$ cat config.mk
export PLATFORM = sky130hd
export DESIGN_NAME = csc_422_subsampler
export DESIGN_NICKNAME = d
export VERILOG_FILES = /design/src/rtl/csc_422_subsampler.sv
export SDC_FILE = /design/constraint.sdc
export NUM_CORES = 1
export LEC_CHECK = 0
export CAP_MARGIN = 20
export CELL_PAD_IN_SITES_DETAIL_PLACEMENT = 1
export CELL_PAD_IN_SITES_GLOBAL_PLACEMENT = 2
export CORE_ASPECT_RATIO = 0.6
export CORE_UTILIZATION = 28
export DETAILED_ROUTE_END_ITERATION = 8
export PLACE_DENSITY_LB_ADDON = 0.1
export SLEW_MARGIN = 20
export SYNTH_ARGS = -nofsm -noshare
export SYNTH_HDL_FRONTEND = slang
export SYNTH_SLANG_ARGS = --single-unit
$ cat constraint.sdc
create_clock -name CLK_I -period 2.4 [get_ports CLK_I]
set_input_delay 0.36 -clock CLK_I [delete_from_list [all_inputs] [get_ports CLK_I]]
set_output_delay 0.36 -clock CLK_I [all_outputs]
set_load 0.005 [all_outputs]
$ cat src/rtl/csc_422_subsampler.sv
// YUV444 -> YUV422 chroma subsampler: drop or 2-tap average, runtime port count,
// fixed two-cycle latency with syncs delay-matched to the data.
module csc_422_subsampler #(
   parameter int C_PORT_NUM = 2,
   parameter int C_BPC      = 8
) (
   input  logic                              CLK_I,
   input  logic                              RST_I,
   input  logic                              MODE_I,
   input  logic [2:0]                        ACTUAL_PORT_NUM_I,
   input  logic                              VS_I,
   input  logic                              HS_I,
   input  logic                              DE_I,
   input  logic [C_PORT_NUM*C_BPC-1:0]       Y_I,
   input  logic [C_PORT_NUM*C_BPC-1:0]       U_I,
   input  logic [C_PORT_NUM*C_BPC-1:0]       V_I,
   output logic                              VS_O,
   output logic                              HS_O,
   output logic                              DE_O,
   output logic [C_PORT_NUM*2*C_BPC-1:0]     DATA_O
);

   localparam int W  = C_PORT_NUM * C_BPC;
   localparam int LW = 2 * C_BPC;

   // Valid/ready note: there is no backpressure; every active DE_I beat is
   // accepted and appears on DATA_O/DE_O exactly two cycles later.

   function automatic logic [C_BPC-1:0] avg2(input logic [C_BPC-1:0] a, input logic [C_BPC-1:0] b);
      logic [C_BPC:0] s;
      s = {1'b0, a} + {1'b0, b} + (C_BPC+1)'(1);
      return s[C_BPC:1];
   endfunction

   logic           blk;
   logic           act_prev;
   logic           phase;
   logic           cfg_mode;
   logic [2:0]     cfg_port;
   logic           active;
   logic           rise;
   logic           mode_eff;
   logic [2:0]     port_eff;

   logic           s1_de, s1_vs, s1_hs, s1_mode, s1_phase;
   logic [2:0]     s1_port;
   logic [W-1:0]   s1_y, s1_u, s1_v;
   logic [C_BPC-1:0] vbuf;
   logic [C_PORT_NUM*LW-1:0] data_nxt;

   // A line that was already high when reset released is blocked until DE_I drops.
   assign active   = DE_I & ~blk;
   assign rise     = active & ~act_prev;
   assign mode_eff = rise ? MODE_I : cfg_mode;
   assign port_eff = rise ? ACTUAL_PORT_NUM_I : cfg_port;

   for (genvar j = 0; j < C_PORT_NUM; j++) begin : g_lane
      localparam int JN = (j + 1 < C_PORT_NUM) ? j + 1 : j;
      localparam int JP = (j > 0) ? j - 1 : 0;
      logic [C_BPC-1:0] c;
      logic [C_BPC-1:0] partner;

      always_comb begin
         c       = '0;
         partner = active ? U_I[C_BPC-1:0] : s1_u[C_BPC-1:0];
         if (s1_port == 3'd1) begin
            // Single-port pairs span beats; a lone even pixel at line end pairs with itself.
            if (j == 0) begin
               if (!s1_phase)
                  c = s1_mode ? avg2(s1_u[C_BPC-1:0], partner) : s1_u[C_BPC-1:0];
               else
                  c = s1_mode ? avg2(vbuf, s1_v[C_BPC-1:0]) : vbuf;
            end
         end else if (j % 2 == 0) begin
            c = s1_mode ? avg2(s1_u[j*C_BPC +: C_BPC], s1_u[JN*C_BPC +: C_BPC])
                        : s1_u[j*C_BPC +: C_BPC];
         end else begin
            c = s1_mode ? avg2(s1_v[JP*C_BPC +: C_BPC], s1_v[j*C_BPC +: C_BPC])
                        : s1_v[JP*C_BPC +: C_BPC];
         end
      end

      assign data_nxt[j*LW +: LW] = (s1_de && (s1_port > 3'(j)))
                                    ? {c, s1_y[j*C_BPC +: C_BPC]} : '0;
   end

   always_ff @(posedge CLK_I) begin
      if (RST_I) begin
         blk      <= DE_I;
         act_prev <= 1'b0;
         phase    <= 1'b0;
         cfg_mode <= 1'b0;
         cfg_port <= 3'd1;
         s1_de    <= 1'b0;
         s1_vs    <= 1'b0;
         s1_hs    <= 1'b0;
         s1_mode  <= 1'b0;
         s1_phase <= 1'b0;
         s1_port  <= 3'd1;
         s1_y     <= '0;
         s1_u     <= '0;
         s1_v     <= '0;
         vbuf     <= '0;
         VS_O     <= 1'b0;
         HS_O     <= 1'b0;
         DE_O     <= 1'b0;
         DATA_O   <= '0;
      end else begin
         blk      <= blk & DE_I;
         act_prev <= active;
         if (rise) begin
            cfg_mode <= MODE_I;
            cfg_port <= ACTUAL_PORT_NUM_I;
         end
         phase    <= (active && port_eff == 3'd1) ? ~phase : 1'b0;
         s1_de    <= active;
         s1_vs    <= VS_I;
         s1_hs    <= HS_I;
         s1_mode  <= mode_eff;
         s1_port  <= port_eff;
         s1_phase <= phase;
         s1_y     <= Y_I;
         s1_u     <= U_I;
         s1_v     <= V_I;
         if (s1_de && !s1_phase)
            vbuf <= s1_v[C_BPC-1:0];
         VS_O     <= s1_vs;
         HS_O     <= s1_hs;
         DE_O     <= s1_de;
         DATA_O   <= data_nxt;
      end
   end

endmodule
==> reports/results.txt <==
period utilization = 99.59%
initial antenna violation count = 0
top post-synthesis cells by count = 101 x dfxtp_1, 60 x nor2b_1, 40 x nand2_1
Max Fclk = 0.4184 GHz
Crit path largest cell delay = 370 ps
Post-Syn Area = 4521 um^2
wire per inst = 14.83 um
Seq/Total Area, Yosys = 44.73%
final core occ = 40.68%
hold buffer count at cts = 0
ys flop type = dfxtp_1
clk_skew = 6.175 ps
top cells by area, synth = dfxtp_1 45%, nor2b_1 8.3%, ha_1 8.0%
storage element area = 2023 um^2
post-route cell area = 6324 um^2
Hold Crit Class = input pin to register
largest family of logic cells by synthesized area = simple AND/OR/NAND/NOR gates
Crit Path Category = input pin to register
Post-Syn Nets = 555
Avg Inst Size Synth = 9.722 um^2
PD cells = 618.5 nW/um^2
status = finished, violations left
Global Route Usage Sum = 14.57%
io pins = 92
pin count of the biggest net entering global routing = 69
Max-cap violations = 0
worst-path maximum fanout = 4
Fill cells = 1735
slew margin rel. = 50.40%
Final Total Pwr = 0.003911 W
CP delay by family, top = compound AO/OA/AOI/OAI gates
post-synthesis compound-gate area fraction = 12.54%
Post-DP Area = 5846 um^2
clock sink count = 101
clock root buffer master = clkbuf_16
Post-Synthesis Cells = 465
mux contribution to synthesized area = 6.117%
Core ar. = 15550 um^2
CTS buffer count = 9
PortBufs = 91
H-tree depth = 3
DRT iter0 DRCs = 127
cell mode on critical path = nand2_4
Synth Area in Simple Gates = 20.98%
die width = 166.0 um
Worst EP arrival = 2640 ps
die height = 100.4 um
r2r setup slk = 10 ps
post-synthesis adder-cell area fraction = 9.798%
post-synthesis async set-or-reset flop share = 0%
EDFF count, synth = 0
vias = 3634
multi-input logic area = 2539 um^2
post-synth top area share = 44.73%
share of cells above drive strength 1 = 14.58%
VDD IR max = 0.0002935 V
P&R area growth vs syn = 39.88%
CP Capture Type = register
dpl hpwl = 8.825 mm
vias per inst = 4.583
critical-path cell list = clkdlybuf4s15_1, or2b_4, nand2_4, nand2_4, ha_4, o21a_1, o2bb2ai_4, o21ai_4, a21oi_2, nor4bb_1, a41oi_1, a2111oi_2
NumNets Final = 675
DR pass1 iterations = 6
post-layout minimum cycle time = 2390 ps
DRC Markers = 5
Row Count = 35
hold slack = 221.5 ps
Synth cell types = 50
leading area contributor after synthesis = dfxtp_1
failing checks = design-rule violations
CP bufs+invs = 1
placed cell count = 772
post-route ant nets = 0
clk buf depth = 2
Pleak = 2.580 nW
Synth warnings = 0
Hold Violations, Final = 0
slowest CP cell = a2111oi_2
WP data required = 2650 ps
Final Setup Violations = 0
die area = 16670 um^2
vias in the first global route = 3691
Layout Cells excl Fill = 793
Clk pin slew, worst setup/hold paths = 70 ps
worst-skew pair later-pin latency = 350 ps
critical path launch point type = input pin
RSZ-0062 raised after global routing = yes
CTS tree = yes
antenna cells = 0
final RePlAce weighted congestion = 0.7389
XOR/XNOR Fraction of Synth Area = 3.681%
cell with the most instances after synthesis = dfxtp_1
first-pass GRT wire length = 18.82 mm
Seq cells post-synth = 101
drt total wl = 11.76 mm
initial core utilization = 29.08%
fin. max-slew vios = 0
GRT overflow = 0
Worst Tran Pin Value = 744.0 ps
worst reg2reg max path: cells and delay by family (launching register included):
family,cells,cell delay (ps)
simple gates,4,710
flops,1,330
compound gates,6,980
fa+ha+maj,1,270
path summary, 6_finish.rpt:
check | startpoint | end | depth (start not counted)
max | DE_I | DATA_O[14] | 12
min | RST_I | DE_O | 2
max reg2reg | blk | DATA_O[14] | 11
min reg2reg | phase | phase | 1
routing by layer:
layer,part of all wire [%],track usage [%],vias up
met4,1.5,5.679,0
met2,42,21.81,66
met1,53,20.02,1714
met3,3.7,3.746,17
met5,0,0,-
li1,-,-,1837
flip-flops by register name, indices dropped and copies added (netlist names), 3 cells and up:
name and count:
DATA_O 32, s1_port 3, s1_v 16, vbuf 8
s1_y 16, s1_u 16
cell usage in the layout, fill, tap and decap left out, drive strengths merged, types with 3 or more instances in the layout:
cell type,netlist,final
xor2,6,6
nand2b,8,8
nand3b,3,3
o21a,5,5
a21o,7,7
and2,9,9
clkdlybuf4s50,0,89
inv,6,9
nor2b,60,60
or2,3,3
fa,4,4
dfxtp,101,101
ha,29,29
nand2,40,40
o211ai,8,8
o21bai,4,4
mux2i,22,22
o21ai,14,14
nor3,4,4
a21oi,23,23
nor2,31,31
xnor2,13,13
and3,9,9
a31oi,4,4
a211oi,6,6
clkbuf,15,10
buf,4,38
area by class of cell:
type	instances	area share, %
multi-input combinational	339	40.15
clock inverter	6	1.088
tap	203	4.017
clock buffer	10	3.621
sequential	101	31.99
timing repair buffer	128	18.78
inverter	6	0.3562
per-stage QoR:
stage | setup slack, ps | TNS, ps
3_3_place_gp | -597.8 | -3656
3_5_place_dp | -727.3 | -4282
4_1_cts | 11.95 | 0
2_1_floorplan | 8.260 | 0
5_1_grt | -126.6 | -165.9
6_report | 9.822 | 0
cells by family after synthesis:
kind of cell,Yosys count
AO/OA/AOI/OAI,85
XOR/XNOR,19
flip-flops,101
multiplexers,25
adder cells (fa/ha/maj),33
AND/OR/NAND/NOR,177
buffers and inverters,25
repair_timing:
action,4_1_cts,5_1_grt
endpoints found under the setup margin,7,7
setup buffers,2,3
resized for setup,7,24
pin swaps,4,13
report_power, final:
group	switching, W	total [W]	leakage [nW]	internal [W]
Combinational	0.000297	0.000643	1.61	0.000346
Clock	0.000663	0.00148	0.144	0.000819
Sequential	0.0000461	0.00179	0.830	0.00174
Power figures use the tool's default switching activity.
